==> src/rtl/bounce_gen.sv <==
// bounce_gen: turns a clean press/release level into a contact-bounce
// waveform with LFSR-randomised glitch dwell times for the debouncer.
//
// Ports:
//   CLK50M  : system clock
//   RESET_N : asynchronous active-low reset
//   press   : clean requested button level (synchronous to CLK50M)
//   A_noisy : bouncing button level toward the debouncer
//   busy    : high while a transition is emitted (BOUNCE or SETTLE)
//   done    : one-cycle pulse when a transition completes
module bounce_gen #(
  parameter int          BOUNCE_COUNT  = 3,
  parameter int          MIN_DWELL     = 4,
  parameter int          SPAN_BITS     = 2,
  parameter int          SETTLE_CYCLES = 16,
  parameter logic [15:0] LFSR_SEED     = 16'hACE1
) (
  input  logic CLK50M,
  input  logic RESET_N,
  input  logic press,
  output logic A_noisy,
  output logic busy,
  output logic done
);

  typedef enum logic [1:0] {
    IDLE,
    BOUNCE,
    SETTLE
  } state_t;

  // Galois feedback for x^16 + x^14 + x^13 + x^11
  localparam logic [15:0] TAPS = 16'hB400;

  state_t      state;
  logic        target;
  logic [15:0] lfsr;
  logic [15:0] lfsr_nxt;
  logic [15:0] cnt;
  logic [15:0] dwell;
  logic [3:0]  pulses_left;

  assign lfsr_nxt = {1'b0, lfsr[15:1]}
                  ^ (lfsr[0] ? TAPS : 16'h0000);

  assign dwell = 16'(MIN_DWELL)
               + 16'(lfsr[SPAN_BITS-1:0]);

  always_ff @(posedge CLK50M or negedge RESET_N) begin
    if (!RESET_N) begin
      state       <= IDLE;
      target      <= 1'b0;
      A_noisy     <= 1'b0;
      busy        <= 1'b0;
      done        <= 1'b0;
      lfsr        <= LFSR_SEED;
      cnt         <= '0;
      pulses_left <= '0;
    end else begin
      lfsr <= lfsr_nxt;
      done <= 1'b0;
      unique case (state)
        IDLE: begin
          if (press != target) begin
            target      <= press;
            A_noisy     <= press;
            busy        <= 1'b1;
            pulses_left <= 4'(BOUNCE_COUNT);
            if (BOUNCE_COUNT == 0) begin
              cnt   <= 16'(SETTLE_CYCLES);
              state <= SETTLE;
            end else begin
              cnt   <= dwell;
              state <= BOUNCE;
            end
          end
        end
        BOUNCE: begin
          if (cnt == 16'd1) begin
            A_noisy <= ~A_noisy;
            // Toggling from ~target back to target ends one glitch
            if (A_noisy != target) begin
              pulses_left <= pulses_left - 4'd1;
              if (pulses_left == 4'd1) begin
                cnt   <= 16'(SETTLE_CYCLES);
                state <= SETTLE;
              end else begin
                cnt <= dwell;
              end
            end else begin
              cnt <= dwell;
            end
          end else begin
            cnt <= cnt - 16'd1;
          end
        end
        SETTLE: begin
          if (cnt == 16'd1) begin
            busy  <= 1'b0;
            done  <= 1'b1;
            cnt   <= '0;
            state <= IDLE;
          end else begin
            cnt <= cnt - 16'd1;
          end
        end
        default: state <= IDLE;
      endcase
    end
  end

endmodule

==> config.mk <==
export PLATFORM = sky130hd
export DESIGN_NAME = bounce_gen
export DESIGN_NICKNAME = d
export VERILOG_FILES = /design/src/rtl/bounce_gen.sv
export SDC_FILE = /design/constraint.sdc
export NUM_CORES = 1
export LEC_CHECK = 0
export ABC_CLOCK_PERIOD_IN_PS = 2300
export BUFFER_PORTS_ARGS = -buffer_cell sky130_fd_sc_hd__buf_2
export CAP_MARGIN = 40
export CORE_UTILIZATION = 60
export CTS_CLUSTER_DIAMETER = 30
export CTS_CLUSTER_SIZE = 10
export DETAILED_ROUTE_END_ITERATION = 10
export GPL_TIMING_DRIVEN = 0
export PLACE_DENSITY = 0.78
export REMOVE_ABC_BUFFERS = 1
export SLEW_MARGIN = 0
export SYNTH_ARGS = -nofsm -noshare
export SYNTH_HDL_FRONTEND = slang
export SYNTH_SLANG_ARGS = --single-unit
==> constraint.sdc <==
create_clock -name CLK50M -period 2.3 [get_ports CLK50M]
set_input_delay 0.23 -clock CLK50M [delete_from_list [all_inputs] [get_ports CLK50M]]
set_output_delay 0.23 -clock CLK50M [all_outputs]
set_load 0.02 [all_outputs]
; Word level (Yosys, flattened, before mapping)
; Cells that the tools add are included.
[word_totals]
regBits = 42
inputBits = 3
out_inout_bits = 3
wordCells = 59
[classes]
n_addsub = 3
eq_ne = 11
n_mux = 25
bitwise = 2
n_reduce_logical = 10
[ops]
columns = operator, count
row1 = 16-bit 2-to-1 mux, 5
row2 = 16-bit one-hot mux with 3 select lines, 1
row3 = "16-bit by 1-bit equality test with 1-bit output, second input constant", 1
row4 = "16-bit by 1-bit subtractor with 16-bit output, second input constant", 1
row5 = 15-bit by 16-bit bitwise XOR with 16-bit output, 1
row6 = 4-bit 2-to-1 mux, 3
row7 = 2-bit 2-to-1 mux, 5
row8 = "2-bit inequality test, second input constant", 5
row9 = 4-bit one-hot mux with 2 select lines, 1
row10 = 1-bit 2-to-1 mux, 6
row11 = 2-bit one-hot mux with 3 select lines, 1
row12 = 3-bit AND reduction, 2
row13 = 5-bit 2-to-1 mux, 1
row14 = 5-bit AND reduction, 1
row15 = "3-bit by 2-bit adder with 4-bit output, first input constant", 1
row16 = "4-bit by 1-bit equality test with 1-bit output, second input constant", 1
row17 = 1-bit one-hot mux with 2 select lines, 2
row18 = 2-bit AND reduction, 2
row19 = 4-bit AND reduction, 1
row20 = 2-bit nonzero test, 2
row21 = "4-bit by 1-bit subtractor with 4-bit output, second input constant", 1
row22 = 3-bit nonzero test, 1
row23 = "2-bit by 1-bit equality test with 1-bit output, second input constant", 1
row24 = "2-bit equality test, second input constant", 1
row25 = other kinds (3), 4

; Logic depth before layout (Yosys ltp)
; Gate-level depths: netlist of run 1.
[logic_depth]
word_depth = 5
ltp_mapped = 8
mapped_depth_nobuf = 7

; Worst setup path after synthesis of run 1
; Ideal clock, no wire load.
[synth_path]
path_kind = reg-to-reg
from = register cnt[0]
to = register cnt[9]
t_arrival_ns = 1.672
required_time_ns = 2.165
path_slack_ns = 0.494
stages_incl_launch_ff = 6
cell_sequence = dfrtp_1 > or4_4 > a2111oi_4 > and2b_1 > xnor2_1 > nor2_2
[synth_via]
elab_chain_len = 3
elab_cells_between_ends = 5
[synth_lines]
columns = element, line_no
row1 = from (decl), 39  ; logic [15:0] cnt;
row2 = from (signal assigned), 70  ; cnt <= 16'(SETTLE_CYCLES);
row3 = from (signal assigned), 73  ; cnt <= dwell;
row4 = from (signal assigned), 85  ; cnt <= 16'(SETTLE_CYCLES);
row5 = 16-bit by 1-bit subtractor with 16-bit output or 16-bit by 1-bit equality test with 1-bit output (tied branches), --
row6 = 16-bit 2-to-1 mux (on tied branches), "98, 79"
row7 = 16-bit one-hot mux with 3 select lines *, 62  ; unique case (state)
; Every way passes the cells marked *; elsewhere a longest branch is shown, timed or not.
; A chain may end at the register's enable or synchronous reset.

; Final worst setup path of run 1
[layout_path]
from = register state[1]
to = register cnt[7]
[layout_via]
elab_chain_len = 3
elab_cells_between_ends = 7
[layout_lines]
columns = element, line_no
row1 = from (decl), 35  ; state_t state;
row2 = from (signal assigned), 51  ; state <= IDLE;
row3 = from (signal assigned), 71  ; state <= SETTLE;
row4 = from (signal assigned), 74  ; state <= BOUNCE;
row5 = "2-bit equality test, or another cell as far along", 62
row6 = 3-bit nonzero test (no line) or 2-bit inequality test (tied branches), --
row7 = 2-bit AND reduction (no line), --
; Several ways; a longest one is shown, not always the timed one.

==> run metrics, run 1 <==
clk_skew 9.831 ps; Seq/Total Area, Yosys 0.5146; Fin. Hold Viols 0; Die Y 60.62 um; P_leak 1.025 nW; Post-CTS Setup Inserts 0; most common cell after layout, fill and taps aside dfrtp_1; global-route wire length before repair 6154 um; Pre-antenna DRT Iters 4; worst hold stages 3; layout overhead on the synthesized area 10.32%; Initial Util 0.6540; HP Class in -> reg; Hold Startpoint press; outcome complete, no violations; Clock Pin Slew Worst Setup and Hold Paths 130 ps; largest net degree at the start of global routing 29; antenna violations before repair 0; Period minus WS final 2071 ps; FFs w/ async S/R, synth 1.000; setup TNS 0 ps; Vias 1406; clk buf depth 2; CTS tree built; layout cell share with drive strength beyond 1 0.2081; RSZ-0062 raised after global routing no; Least-Margin Pin Slew 620.3 ps; Ys Warns 0; CP Class reg -> reg; CP startpoint kind register; clock tree root buffer cell clkbuf_4; worst-skew pair later-pin latency 350 ps; Worst VDD drop 0.0006016 V; ys flop type dfrtp_1; Congestion Overflow GR 0; Mapped Cells 186; Crit path required time 2530 ps; WP data arrival 2300 ps; routed wire length 3624 um; CTS Buf Count 5; die area 3675 um2; Setup violations, final 0; Hold Crit Endpoint A_noisy; FP Rows 20; vias per std cell 5.834; post-route antenna net violation count 0; Placer Congestion 0.8068; Post-Layout Cell Count 241; Max-Cap Viols 0; n_diodes 0; Final Cycle Share 0.9005; Seq cells post-synth 42; PwrDens 1386 nW/um2; Sink Count 42; H-tree lvl count 2; IO Pins 6; total track usage 0.2347; residual DRC count 0; violation count after the first detailed-route iteration 78; highest-count cells in the layout ignoring fill and taps dfrtp_1, nor2_1, nand2_1; Fmax 482.8 MHz; max_slew headroom 0.5856; R2R setup slack 230 ps; drt wl/cell 15.04 um; Worst Reg-to-Reg Cells 6; placed cells 232; vias in the first global route 1309; CORE AREA 3153 um2; kind of end point of the critical path register; critical path fanouts, max 10; Post-synth EDFFs 0; DP HPWL 2554 um; final max-slew violation count 0; number of library cell types mapped by synthesis 45; Synth Area per Inst 11.09 um2; RR Endpoint cnt[7]; die span in x 60.62 um; Total Nets Final 206; Filler Cell Count 243; Port Buffers 5; Mapped Area 2062 um2; worst reg2reg path startpoint state[1]
per-stage QoR:
| step | hold WS, ps | power (mW) | area [um2] | worst slack, ps | util |
|---|---|---|---|---|---|
| floorplan | -65.59 | 2.217 | 2044 | 464.5 | - |
| global placement | 338.5 | 2.459 | 2125 | 169.5 | 0.6738 |
| detailed placement | 167.3 | 2.526 | 2145 | 84.69 | 0.6802 |
| CTS | 140.1 | 3.123 | 2261 | 31.82 | 0.7171 |
| global route | 154.8 | 3.397 | 2275 | 43.84 | 0.7214 |
| finish | 156.8 | 3.154 | 2275 | 228.8 | 0.7214 |
flip-flops by register name (all words and copies together) (netlist names):
signal       cells
A_noisy          1
busy             1
cnt             16
done             1
lfsr            16
pulses_left      4
state            2
target           1
power by group:
group	leakage [nW]	switching, mW	internal, mW
Sequential	0.525	0.188	0.874
Combinational	0.445	0.916	0.596
Clock	0.0554	0.240	0.340
synth_stat cells, types with 2 or more instances:
cell type | n | area (um2)
a21o_1 | 3 | 22.52
a21oi_1 | 9 | 45.04
a221o_1 | 2 | 20.02
a31oi_1 | 6 | 37.54
a41oi_1 | 2 | 17.52
and3_1 | 2 | 12.51
buf_2 | 2 | 10.01
clkbuf_1 | 2 | 7.510
dfrtp_1 | 34 | 850.8
dfstp_2 | 8 | 210.2
ha_1 | 7 | 87.58
inv_1 | 9 | 33.78
mux2i_1 | 2 | 20.02
nand2_1 | 15 | 56.30
nand3_1 | 5 | 25.02
nand4_1 | 2 | 12.51
nor2_1 | 21 | 78.83
nor3_1 | 3 | 15.01
nor4_1 | 2 | 12.51
nor4_4 | 3 | 63.81
nor4b_2 | 2 | 30.03
o21ai_0 | 5 | 25.02
o21ai_1 | 2 | 10.01
or2_2 | 2 | 12.51
or4_4 | 2 | 22.52
xnor2_1 | 7 | 61.31
xor2_1 | 9 | 78.83
area by class of cell:
type / count / area (um2) / area share
Sequential cell: 42 / 1061 / 0.4664
Clock inverter: 3 / 68.82 / 0.03025
Timing Repair Buffer: 7 / 55.05 / 0.02420
Clock buffer: 5 / 37.54 / 0.01650
Inverter: 9 / 33.78 / 0.01485
Multi-Input combinational cell: 131 / 963.4 / 0.4235
Tap cell: 44 / 55.05 / 0.02420
critical path: stages (launching register included):
cell and delay (ps):
dfrtp_1 370, inv_1 80, ha_1 330, o21ai_0 480, a41oi_1 170, nor2_2 400, nor2_1 110
repair_timing:
item	4_1_cts	5_1_grt
resized for setup	0	3
endpoints found under the hold margin	14	0
hold buffers	1	0
setup endpoints to repair	0	13
cells by family (layout without fill, tap and decap cells):
family | after synthesis | in the layout | share of synthesized area
AO/OA/AOI/OAI | 36 | 36 | 0.1238
XOR/XNOR | 16 | 16 | 0.06796
adder cells (fa/ha/maj) | 7 | 7 | 0.04247
buffers and inverters | 13 | 24 | 0.02488
multiplexers | 3 | 3 | 0.01517
flip-flops | 42 | 42 | 0.5146
AND/OR/NAND/NOR | 69 | 69 | 0.2112
how the worst max path moves through the flow:
stage | startpoint | to | slack [ps]
3_5_place_dp | state[1] | cnt[7] | 80
5_1_grt | state[0] | cnt[12] | 40
4_1_cts | state[1] | cnt[7] | 30
2_1_floorplan | state[0] | cnt[12] | 460
3_3_place_gp | state[0] | cnt[8] | 170
6_report | state[1] | cnt[7] | 230
routing by layer:
| metal | share of wire | track usage |
|---|---|---|
| met1 | 0.48 | 0.3371 |
| met2 | 0.47 | 0.3407 |
| met3 | 0.022 | 0.04691 |
| met4 | 0.020 | 0.1169 |
| met5 | 0 | 0 |
(Power assumes the default switching activity.)
==> inputs of run 2 (changes only) <==
--- a/config.mk
+++ b/config.mk
@@ -13,7 +13,7 @@
 export CTS_CLUSTER_SIZE = 10
 export DETAILED_ROUTE_END_ITERATION = 10
 export GPL_TIMING_DRIVEN = 0
-export PLACE_DENSITY = 0.78
+export PLACE_DENSITY = 0.76
 export REMOVE_ABC_BUFFERS = 1
 export SLEW_MARGIN = 0
 export SYNTH_ARGS = -nofsm -noshare
==> run metrics, run 2 (same netlist as run 1, synthesis figures left out) <==
outcome complete, no violations; Final Cycle Share 0.9113 (+0.01076); max_slew headroom 0.5823 (-0.003328); worst-skew pair later-pin latency 370 ps (+20 ps); setup TNS 0 ps (unchanged); Clock Pin Slew Worst Setup and Hold Paths 140 ps (about the same); Placer Congestion 0.7901 (-2.1%); CP max-delay cell nor4b_2; layout overhead on the synthesized area 8.313%; Worst VDD drop 0.0006557 V (+9.0%); global-route wire length before repair 6099 um (-0.89%); biggest regs cnt x16, lfsr x16, pulses_left x4; RSZ-0062 raised after global routing no; Fmax 477.1 MHz (-1.2%); CTS tree built; Setup violations, final 0 (unchanged); CP Class reg -> reg; Initial Util 0.6540 (unchanged); delay-heaviest family, CP simple AND/OR/NAND/NOR gates; WP data arrival 2360 ps (+60 ps); routed wire length 3723 um (+2.7%); n_diodes 0 (unchanged); Fin. Hold Viols 0 (unchanged); vias per std cell 6.120 (+4.9%); Most Frequent Cell on Critical Path nor4b_2; die area 3675 um2 (unchanged); Vias 1475 (+4.9%); Congestion Overflow GR 0 (unchanged); P_leak 1.003 nW (-2.1%); Post-CTS Setup Inserts 0 (unchanged); final max-slew violation count 0 (unchanged); Die Y 60.62 um (unchanged); Hold Startpoint press; DP HPWL 2633 um (+3.1%); crit-path cells inv_1 -> ha_1 -> nor4b_2 -> nand4_2 -> nor4b_2 -> and3_1 -> a21oi_1; IO Pins 6 (unchanged); final instance area 2233 um2 (-1.8%); clk_skew 8.420 ps (-1.412 ps); layout cell share with drive strength beyond 1 0.2081 (unchanged); Max-Cap Viols 0 (unchanged); CP startpoint kind register; highest-count cells in the layout ignoring fill and taps dfrtp_1, nor2_1, nand2_1; antenna violations before repair 0 (unchanged); FP Rows 20 (unchanged); Total Nets Final 206 (unchanged); Port Buffers 5 (unchanged); utilization after layout 0.7083 (-0.01310); PwrDens 1333 nW/um2 (-3.9%); clock tree root buffer cell clkbuf_4; total track usage 0.2290 (-0.005665); drt wl/cell 15.45 um (+2.7%); largest net degree at the start of global routing 23 (-21%); Least-Margin Pin Slew 625.3 ps (+4.981 ps); HP Class in -> reg; Place WS 102.3 ps (+17.63 ps); WHS 136.0 ps (-20.85 ps); residual DRC count 0 (unchanged); Pre-antenna DRT Iters 4 (unchanged); violation count after the first detailed-route iteration 106 (+36%); worst reg2reg path startpoint cnt[1]; post-route antenna net violation count 0 (unchanged); final worst slack 204.1 ps (-24.74 ps); Setup crit start cnt[1]; Bufs and invs on worst path 1 (unchanged); clk buf depth 2 (unchanged); CTS Buf Count 5 (unchanged); Placed Area 2152 um2 (+0.35%); critical path fanouts, max 7 (-3); die span in x 60.62 um (unchanged); Sink Count 42 (unchanged); H-tree lvl count 2 (unchanged); Period minus WS final 2096 ps (+24.74 ps); kind of end point of the critical path register; vias in the first global route 1354 (+3.4%); most common cell after layout, fill and taps aside dfrtp_1; Largest stage delay, worst path 470 ps (about the same); Crit path required time 2560 ps (+30 ps); CORE AREA 3153 um2 (unchanged)
run 2: cell types whose count changed in the layout (fill, tap and decap cells not counted), sizes merged:
cell | previous run | this run
bufinv | 2 | 0
inv | 9 | 11
run 2: report_power, final:
part | switching [mW] | leakage [nW] | internal (mW)
clock | 0.277 | 0.0377 | 0.133
sequential | 0.193 | 0.525 | 0.874
combinational | 0.907 | 0.441 | 0.594
total | 1.38 | 1.00 | 1.60
run 2: area by class of cell:
| class | instances | area (um2) |
|---|---|---|
| Fill cell | 238 | 919.6 |
| Clock buffer | 5 | 37.54 |
| Sequential cell | 42 | 1061 |
| Inverter | 9 | 33.78 |
| Tap cell | 44 | 55.05 |
| Timing Repair Buffer | 7 | 62.56 |
| Multi-Input combinational cell | 131 | 954.7 |
| Clock inverter | 3 | 28.78 |
run 2: what timing repair did:
action / CTS / global route
hold endpoints to repair: 19 / 0
setup endpoints to repair: 0 / 12
gates resized for setup: 0 / 2
hold buffers: 1 / 0
run 2: worst register-to-register path, delay by kind of cell, from the launching register on:
family | cells | cell delay [ps]
AO/OA/AOI/OAI | 1 | 40
buffers and inverters | 1 | 90
flip-flops | 1 | 440
AND/OR/NAND/NOR | 4 | 1280
adder cells (fa/ha/maj) | 1 | 140
run 2: stage by stage:
step	total power, mW	instances
detailed placement	2.528	232
global route	3.182	241
floorplan	2.217	182
finish	2.977	241
global placement	2.470	231
CTS	2.946	241
run 2: worst paths after layout:
path / endpoint / slack, ps / cells past startpoint
max: pulses_left[1] / 200 / 7
min: A_noisy / 140 / 3
max reg2reg: pulses_left[1] / 200 / 7
min reg2reg: lfsr[5] / 370 / 0
max in group asynchronous: lfsr[13] / 1400 / 3
min in group asynchronous: pulses_left[1] / 340 / 2
run 2: layer usage:
| layer | vias up | share of wire | GRT usage |
|---|---|---|---|
| met2 | 44 | 0.49 | 0.3642 |
| li1 | 683 | - | - |
| met4 | 0 | 0.0073 | 0.08442 |
| met3 | 4 | 0.047 | 0.06183 |
| met1 | 744 | 0.45 | 0.3026 |
| met5 | - | 0 | 0 |
